<file path="config.mk">
export PLATFORM = sky130hd
export DESIGN_NAME = bz_discrete_sound
export DESIGN_NICKNAME = d
export VERILOG_FILES = /design/src/rtl/bz_discrete_sound.sv
export SDC_FILE = /design/constraint.sdc
export NUM_CORES = 1
export LEC_CHECK = 0
export ABC_CLOCK_PERIOD_IN_PS = 1500
export CORE_MARGIN = 5
export CORE_UTILIZATION = 45
export CTS_BUF_LIST = sky130_fd_sc_hd__clkbuf_8
export CTS_CLUSTER_DIAMETER = 100
export DETAILED_ROUTE_END_ITERATION = 10
export PLACE_DENSITY = 0.79
export SETUP_SLACK_MARGIN = 0.5
export SLEW_MARGIN = 15
export SYNTH_ARGS = -nofsm -noshare
export SYNTH_HDL_FRONTEND = slang
export SYNTH_SLANG_ARGS = --single-unit
</file>
<file path="constraint.sdc">
create_clock -name clk -period 1.5 [get_ports clk]
set_clock_uncertainty 0.05 [all_clocks]
set_input_delay 0.3 -clock clk [delete_from_list [all_inputs] [get_ports clk]]
set_output_delay 0.3 -clock clk [all_outputs]
set_load 0.05 [all_outputs]
</file>
<file path="src/rtl/bz_discrete_sound.sv">
// bz_discrete_sound
//   CPU-addressed output latch and discrete-sound generator for the Battlezone
//   core. It captures CPU writes to LATCH_ADDR and drives the sound-enable,
//   motor and LED control lines. It also generates two LFSR-derived noise
//   toggles and the shell and explosion decay envelopes for the audio mixer.
//
// Ports
//   clk, rst_l        system clock, synchronous active-low reset
//   clk_en            CPU 3 MHz clock enable (latch writes, edge history)
//   clk_6KHz_en       sound tick enable (LFSR, noise, envelopes, prescaler)
//   addr, din, we     CPU bus address, write data and write strobe
//   latch_q           current output latch value
//   sound_en          latch_q[5]
//   noise0, noise1    LFSR toggle sources A and B
//   shell_amp         shell envelope gated by noise0 (registered)
//   expl_amp          explosion envelope gated by noise1 (registered)
//   ctrl_n            active-low external control lines (combinational)
//   dout              latch readback; 0 unless BZ_LATCH_READBACK_EN is defined
//
// Build option
//   BZ_LATCH_READBACK_EN : when defined, dout returns latch_q on a read of
//   LATCH_ADDR, registered on clk_en. When undefined, dout is tied to 0.

module bz_discrete_sound #(
  parameter logic [15:0] LATCH_ADDR  = 16'h1840,
  parameter int          DECAY_TICKS = 96,
  parameter logic [3:0]  LOUD_LEVEL  = 4'd15,
  parameter logic [3:0]  SOFT_LEVEL  = 4'd8
) (
  input  logic        clk,
  input  logic        rst_l,
  input  logic        clk_en,
  input  logic        clk_6KHz_en,
  input  logic [15:0] addr,
  input  logic [7:0]  din,
  input  logic        we,
  output logic [7:0]  latch_q,
  output logic        sound_en,
  output logic        noise0,
  output logic        noise1,
  output logic [3:0]  shell_amp,
  output logic [3:0]  expl_amp,
  output logic [7:0]  ctrl_n,
  output logic [7:0]  dout
);

  localparam logic [7:0] PRESC_MAX = 8'(DECAY_TICKS - 1);

  logic [3:2]  prev;
  logic [15:0] lfsr;
  logic [7:0]  presc;
  logic [3:0]  shell_lvl;
  logic [3:0]  expl_lvl;

  logic latch_wr;
  logic decay;
  logic trig_shell;
  logic trig_expl;

  assign sound_en   = latch_q[5];
  assign latch_wr   = clk_en & we & (addr == LATCH_ADDR);
  assign decay      = (presc == PRESC_MAX);
  // Rising edge of a trigger bit relative to the last history snapshot.
  assign trig_shell = latch_q[3] & ~prev[3];
  assign trig_expl  = latch_q[2] & ~prev[2];

  // Envelope priority: sound off > trigger load > decay step (saturating).
  function automatic logic [3:0] env_next(input logic [3:0] lvl,
                                          input logic       snd,
                                          input logic       trig,
                                          input logic       loud,
                                          input logic       dec);
    logic [3:0] r;
    r = lvl;
    if (!snd)                  r = 4'd0;
    else if (trig)             r = loud ? LOUD_LEVEL : SOFT_LEVEL;
    else if (dec && lvl != 0)  r = lvl - 4'd1;
    return r;
  endfunction

  // Latch and edge history. A tick also snapshots the history so a pending
  // trigger fires exactly once.
  always_ff @(posedge clk) begin
    if (!rst_l) begin
      latch_q <= 8'h00;
      prev    <= 2'b00;
    end else begin
      if (clk_en | clk_6KHz_en) prev <= latch_q[3:2];
      if (latch_wr)             latch_q <= din;
    end
  end

  // Sound tick domain: LFSR, noise toggles, prescaler, envelopes.
  always_ff @(posedge clk) begin
    if (!rst_l) begin
      lfsr      <= 16'h0000;
      noise0    <= 1'b0;
      noise1    <= 1'b0;
      presc     <= 8'h00;
      shell_lvl <= 4'd0;
      expl_lvl  <= 4'd0;
    end else if (clk_6KHz_en) begin
      // Noise taps use the pre-shift register value.
      if (lfsr[15])             noise0 <= ~noise0;
      if (lfsr[14:11] != 4'hF)  noise1 <= ~noise1;
      if (!sound_en) lfsr <= 16'h0000;
      else           lfsr <= {lfsr[14:0], ~(lfsr[3] ^ lfsr[14])};
      presc     <= decay ? 8'h00 : presc + 8'h01;
      shell_lvl <= env_next(shell_lvl, sound_en, trig_shell, latch_q[1], decay);
      expl_lvl  <= env_next(expl_lvl,  sound_en, trig_expl,  latch_q[0], decay);
    end
  end

  // Mixer outputs lag the level/noise registers by one clk.
  always_ff @(posedge clk) begin
    if (!rst_l) begin
      shell_amp <= 4'd0;
      expl_amp  <= 4'd0;
    end else begin
      shell_amp <= noise0 ? shell_lvl : 4'd0;
      expl_amp  <= noise1 ? expl_lvl  : 4'd0;
    end
  end

  always_comb begin
    ctrl_n    = 8'hFF;
    ctrl_n[0] = ~latch_q[3];
    ctrl_n[1] = ~latch_q[2];
    ctrl_n[2] = ~noise0;
    ctrl_n[3] = ~latch_q[1];
    ctrl_n[4] = ~latch_q[0];
    ctrl_n[5] = ~noise1;
    ctrl_n[6] = sound_en ? ~latch_q[7] : 1'b1;
    ctrl_n[7] = sound_en ? ~latch_q[4] : 1'b1;
  end

`ifdef BZ_LATCH_READBACK_EN
  logic [7:0] dout_q;

  always_ff @(posedge clk) begin
    if (!rst_l)      dout_q <= 8'h00;
    else if (clk_en) dout_q <= (addr == LATCH_ADDR && !we) ? latch_q : 8'h00;
  end

  assign dout = dout_q;
`else
  assign dout = 8'h00;
`endif

endmodule

</file>
==> results of run 1 <==
metrics by stage:
| stage | setup WS (ns) | utilization | instance area (µm²) | setup TNS, ns | instances |
|---|---|---|---|---|---|
| 2_1_floorplan | 0.001771 | - | 2723 | 0 | 279 |
| 3_3_place_gp | -0.2160 | 0.7355 | 3732 | -3.403 | 420 |
| 3_5_place_dp | -0.3490 | 0.7355 | 3732 | -5.100 | 420 |
| 4_1_cts | -0.09130 | 0.8489 | 4308 | -0.3280 | 453 |
| 5_1_grt | -0.2200 | 0.9179 | 4658 | -1.344 | 466 |
| 6_report | -0.1683 | 0.9179 | 4658 | -0.8355 | 466 |
worst max-delay path: stages, from the launching register on:
cell,delay (ns)
dfxtp_2,0.37
ha_4,0.16
nand4bb_4,0.20
o311ai_4,0.31
buf_4,0.17
buf_6,0.08
a32oi_1,0.10
o22ai_1,0.15
logic make-up (layout without fill, tap and decap cells):
family	after synthesis	after routing	share of synthesized area
multiplexers	4	4	0.01722
other	1	8	0.001613
adder cells (fa/ha/maj)	5	5	0.02691
AO/OA/AOI/OAI	63	63	0.1728
XOR/XNOR	9	9	0.03391
buffers and inverters	39	156	0.08181
AND/OR/NAND/NOR	99	99	0.2180
flip-flops	52	52	0.4478
cell usage in the layout, fill, tap and decap left out, drive strengths merged, types with 2 or more instances in the layout:
master	synthesis	layout
buf	18	118
and3	7	7
a21o	3	3
nor3	6	6
clkdlybuf4s15	0	5
nand3	28	28
nand2b	3	3
nand2	32	32
a32o	2	2
conb	1	8
a21oi	28	28
nand4	2	2
xor2	3	3
nor2	10	10
a31oi	2	2
ha	5	5
o311ai	2	2
or3	3	3
clkbuf	7	7
o31ai	2	2
o211ai	2	2
o22ai	2	2
inv	14	9
nor3b	2	2
clkdlybuf4s50	0	8
dlygate4sd2	0	3
xnor2	6	6
dfxtp	52	52
o21ai	14	14
nor4	2	2
mux2i	4	4
clkinvlp	0	6
worst max-delay path by stage:
stage | start | endpoint | slack, ns | cells past startpoint
after floorplan | expl_lvl[1] | expl_lvl[0] | 0.002 | 7
after global placement | addr[2] | latch_q[3] | -0.22 | 6
after detailed placement | addr[2] | latch_q[4] | -0.35 | 5
after CTS | shell_lvl[0] | shell_lvl[0] | -0.09 | 6
after global routing | presc[1] | expl_lvl[2] | -0.22 | 7
final | presc[1] | expl_lvl[2] | -0.17 | 7
per-layer routing:
| layer | up-vias | wire length (µm) | part of all wire |
|---|---|---|---|
| met4 | 0 | 648 | 0.063 |
| met1 | 1326 | 3468 | 0.34 |
| met3 | 69 | 552 | 0.054 |
| li1 | 1182 | - | - |
| met2 | 153 | 5627 | 0.55 |
| met5 | - | 0 | 0 |
power by group:
group          internal, mW  total [mW]  leakage, nW  switching (mW)
sequential             1.37        1.39        0.437          0.0150
combinational         0.185       0.421         1.18           0.236
clock                 0.416       0.924       0.0557           0.508
state kept, by name, summed over array words and instances, names as in the netlist:
| register | flops |
|---|---|
| noise1 | 1 |
| lfsr | 16 |
| shell_lvl | 4 |
| latch_q | 8 |
| shell_amp | 4 |
| noise0 | 1 |
| prev | 2 |
| expl_amp | 4 |
| presc | 8 |
| expl_lvl | 4 |
final cells by class:
type                    count  area share
clock buffers               7     0.02068
clock inverters             1   0.0008058
inverters                  14     0.01612
multi-input cells         188      0.3744
repair buffers            134      0.3323
flip-flops and latches     52      0.2369
well taps                  70     0.01880
timing repair:
item / in CTS / in global routing
buffers inserted: 24 / 13
gates resized for setup: 148 / 63
cloned: 1 / 0
pin swaps: 35 / 33
endpoints found under the setup margin: 77 / 72
hold buffers: 0 / 0
==> results.json, run 1 <==
{
  "status": "complete, but fails checks",
  "violations": "negative setup slack",
  "worst_ir_drop_vdd_v": 0.0006859,
  "r2r_slack_ns": -0.17,
  "gp_congestion": 0.8509,
  "yosysTopAreaCell": "dfxtp_1",
  "clock_latency_ns": 0.32,
  "nNetsFinal": 429,
  "wl_per_cell_um": 22.09,
  "rr_endpoint": "expl_lvl[2]",
  "io_pins": 64,
  "r2r_start": "presc[1]",
  "grt_pass1_wl_mm": 14.01,
  "cts_sinks": 52,
  "slew_viol_final": 0,
  "crit_path_end_kind": "flop",
  "fmax_mhz": 599.4,
  "timing.hold.ws_ns": 0.4239,
  "grt_pass1_vias": 2751,
  "viasPerCell": 5.858,
  "dieArea_um2": 6704,
  "ys_seq_elements": 52,
  "yosysWarnings": 0,
  "multiInputGateArea_um2": 1744,
  "yosys-top-cells-count": "dfxtp_1 (52), nand2_1 (32), a21oi_1 (28), nand3_1 (27), o21ai_0 (14)",
  "finalCritPeriodShare": 1.112,
  "fp-row-count": 26,
  "ys_seq_area_frac": 0.4478,
  "clockBufferDepth": 2,
  "worst-r2r-cell-count": 7,
  "synth-edff-count": 0,
  "grtUsageMet3": 0.05592,
  "critPathLaunchType": "flop",
  "n_fill_cell": 176,
  "rsz0062_at_grt": "true",
  "met2_usage": 0.5388,
  "min_to": "prev[2]",
  "antenna_left": 0,
  "vias": 2730,
  "hpwl_mm": 4.875,
  "finalPower_mw": 2.734,
  "grt_overflow": 0,
  "worstSetupPathType": "flop to flop",
  "h-tree-depth": 2,
  "synth_area_um2": 2325,
  "yosysMostFrequentCell": "dfxtp_1",
  "drive_gt1_frac": 0.6439,
  "cp_max_fo": 4,
  "grt.busiest_layer": "met2",
  "hold_viol_final": 0,
  "ys.flop_type": "dfxtp_1",
  "cts_buffers": 5,
  "worstPathArrival_ns": 1.86,
  "syn_inst": 272,
  "ys_async_sr_fraction": 0,
  "synth_area_leaders": "dfxtp_1 (45%), a21oi_1 (6.0%), nand3_1 (5.8%), nand2_1 (5.2%), buf_4 (3.2%)",
  "syn_area_per_cell_um2": 8.547,
  "drt_iter0_drc": 189,
  "setup-violations-final": 9,
  "whs_path_depth": 2,
  "antenna_found_initial": 0,
  "port_buffers": 55,
  "die_height_um": 81.88,
  "maxCapViolations": 0,
  "start_util": 0.4581,
  "grt_use_total": 0.2785,
  "hold_start": "prev[2]",
  "crit_required_ns": 1.69,
  "syn2layout_area_growth_pct": 100.4,
  "cts_tree": "built",
  "path_clk_slew_ns": 0.10,
  "first_pass_iters": 5,
  "die_w_um": 81.88,
  "p_per_area_nw_per_um2": 587.0,
  "cts_root_buffer": "clkbuf_8",
  "setup_ws_ns": -0.1683,
  "use_met1": 0.2911,
  "worstHoldPathType": "flop to flop",
  "min_period_ns": 1.668,
  "antenna_cells": 0,
  "seq_area_um2": 1104,
  "wirelength_mm": 10.30,
  "core_area_um2": 5075,
  "drc": 0,
  "p_leak_nw": 1.676,
  "grt_max_degree": 22,
  "synth.distinct_cells": 43,
  "yosysTopAreaCellShare": 0.4478
}
Note: power is estimated with default switching activity, not from simulation.
==> run 2, diff against run 1 <==
==> constraint.sdc (replaced) <==
create_clock -name clk -period 1.5 [get_ports clk]
set_clock_uncertainty 0.05 [all_clocks]
set_input_delay 0.375 -clock clk [delete_from_list [all_inputs] [get_ports clk]]
set_output_delay 0.375 -clock clk [all_outputs]
set_load 0.05 [all_outputs]
==> results.json, run 2 (synthesized netlist as in run 1, its figures left out) <==
{
  "status": "complete, but fails checks",
  "violations": "negative setup slack",
  "drt_iter0_drc": 163,
  "h-tree-depth": 2,
  "grt_max_degree": 17,
  "die_height_um": 81.88,
  "crit_path_end_kind": "flop",
  "final_common_cell": "buf_4",
  "use_met1": 0.2488,
  "fp-row-count": 26,
  "mostFrequentLayoutCells": "buf_4 (52), buf_12 (30), nand2_1 (28)",
  "utilization": 0.8725,
  "final_cells": 457,
  "fmax_mhz": 596.7,
  "cts_sinks": 52,
  "crit_required_ns": 1.66,
  "drc": 0,
  "worstPathArrival_ns": 1.83,
  "start_util": 0.4581,
  "path_delay_family": "compound AO/OA/AOI/OAI gates",
  "dp_cells": 420,
  "syn2layout_area_growth_pct": 90.47,
  "setup-violations-final": 8,
  "clock_latency_ns": 0.31,
  "hold_buffers": 0,
  "maxCapViolations": 0,
  "worst_ir_drop_vdd_v": 0.0007438,
  "dpl_worst_slack_ns": -0.3929,
  "wl_per_cell_um": 19.66,
  "hpwl_mm": 4.841,
  "critPathLaunchType": "flop",
  "grt_pass1_wl_mm": 11.96,
  "rsz0062_at_grt": "true",
  "min_period_ns": 1.676,
  "vias": 2567,
  "cts_buffers": 5,
  "cts_tree": "built",
  "nNetsFinal": 419,
  "drive_gt1_frac": 0.6218,
  "dieArea_um2": 6704,
  "largest_reg_flops": 16,
  "met2_usage": 0.4483,
  "die_w_um": 81.88,
  "grtUsageMet3": 0.05373,
  "path_buf_inv": 0,
  "grt_use_total": 0.2351,
  "antenna_left": 0,
  "slew_viol_final": 0,
  "viasPerCell": 5.617,
  "cp_max_fo": 4,
  "p_leak_nw": 1.613,
  "grt_pass1_vias": 2474,
  "crit_slowest_cell": "o311ai_4",
  "worstPathCellList": "ha_4 > nand4bb_4 > o311ai_4 > a31oi_1 > a311oi_1",
  "antenna_found_initial": 1,
  "reg_top3": "lfsr (16), latch_q (8), presc (8)",
  "core_area_um2": 5075,
  "first_pass_iters": 4,
  "worstSetupPathType": "flop to flop",
  "worstHoldPathType": "flop to flop",
  "finalCritPeriodShare": 1.117,
  "port_buffers": 55,
  "grt.busiest_layer": "met2",
  "crit_path_max_incr_delay_ns": 0.39,
  "wirelength_mm": 8.983,
  "p_per_area_nw_per_um2": 592.3,
  "setup_ws_ns": -0.1760,
  "hold_viol_final": 0,
  "clockBufferDepth": 2,
  "path_clk_slew_ns": 0.09,
  "grt_overflow": 0,
  "cts_root_buffer": "clkbuf_8",
  "gp_congestion": 0.8370,
  "regMostFlops": "lfsr",
  "io_pins": 64
}
[run 2: cell count changes in the layout (fill, tap and decap cells not counted), sizes merged]
cell and delta:
diode +1, clkdlybuf4s15 -3, clkbuf +3, inv +1, dlygate4sd2 -1, buf -10
[run 2: path summary, 6_finish.rpt]
path                 start           end  slack [ns]  cells after the start
setup / recovery  presc[0]  shell_lvl[2]       -0.18                      5
setup reg to reg  presc[0]  shell_lvl[2]       -0.18                      5
hold / removal     lfsr[6]       lfsr[7]        0.42                      2
hold reg to reg    lfsr[6]       lfsr[7]        0.42                      2
[run 2: tightest hold or removal path: stages, from the launching register on]
cell and delay, ns:
dfxtp_1 0.33, nand3_2 0.06, a21oi_2 0.04
[run 2: area by class of cell]
type                            instances  area, µm²
Antenna cell                            1      2.502
Clock buffer                            6      82.58
Clock inverter                          2      7.507
Fill cell                             218      646.9
Inverter                               14      77.57
Multi-Input combinational cell        188       1657
Sequential cell                        52       1102
Tap cell                               70      87.58
Timing Repair Buffer                  124       1411
[run 2: metal layers]
| metal | vias to the layer above | wire (µm) |
|---|---|---|
| li1 | 1181 | - |
| met2 | 96 | 4968 |
| met1 | 1273 | 3419 |
| met4 | 0 | 208 |
| met5 | - | 0 |
| met3 | 17 | 387 |
[run 2: where the power goes]
group	leakage (nW)	internal [mW]	switching (mW)
combinational	1.12	0.191	0.223
sequential	0.437	1.38	0.0140
clock	0.0538	0.364	0.455
[run 2: timing repair]
| action | 4_1_cts | 5_1_grt |
|---|---|---|
| gates resized for setup | 117 | 55 |
| setup endpoints to repair | 79 | 73 |
| cloned | 0 | 1 |
| buffers inserted | 15 | 12 |
| pin swaps | 36 | 31 |
[run 2: per-stage QoR]
step / total power [mW] / hold WS, ns / TNS [ns] / area (µm²)
2_1_floorplan: 1.610 / 0.3760 / 0 / 2759
3_3_place_gp: 1.757 / 0.3865 / -8.476 / 3762
3_5_place_dp: 1.762 / 0.3928 / -9.450 / 3762
4_1_cts: 2.551 / 0.4040 / -0.2825 / 4091
5_1_grt: 2.706 / 0.4338 / -1.173 / 4428
6_report: 2.623 / 0.4200 / -0.7087 / 4428
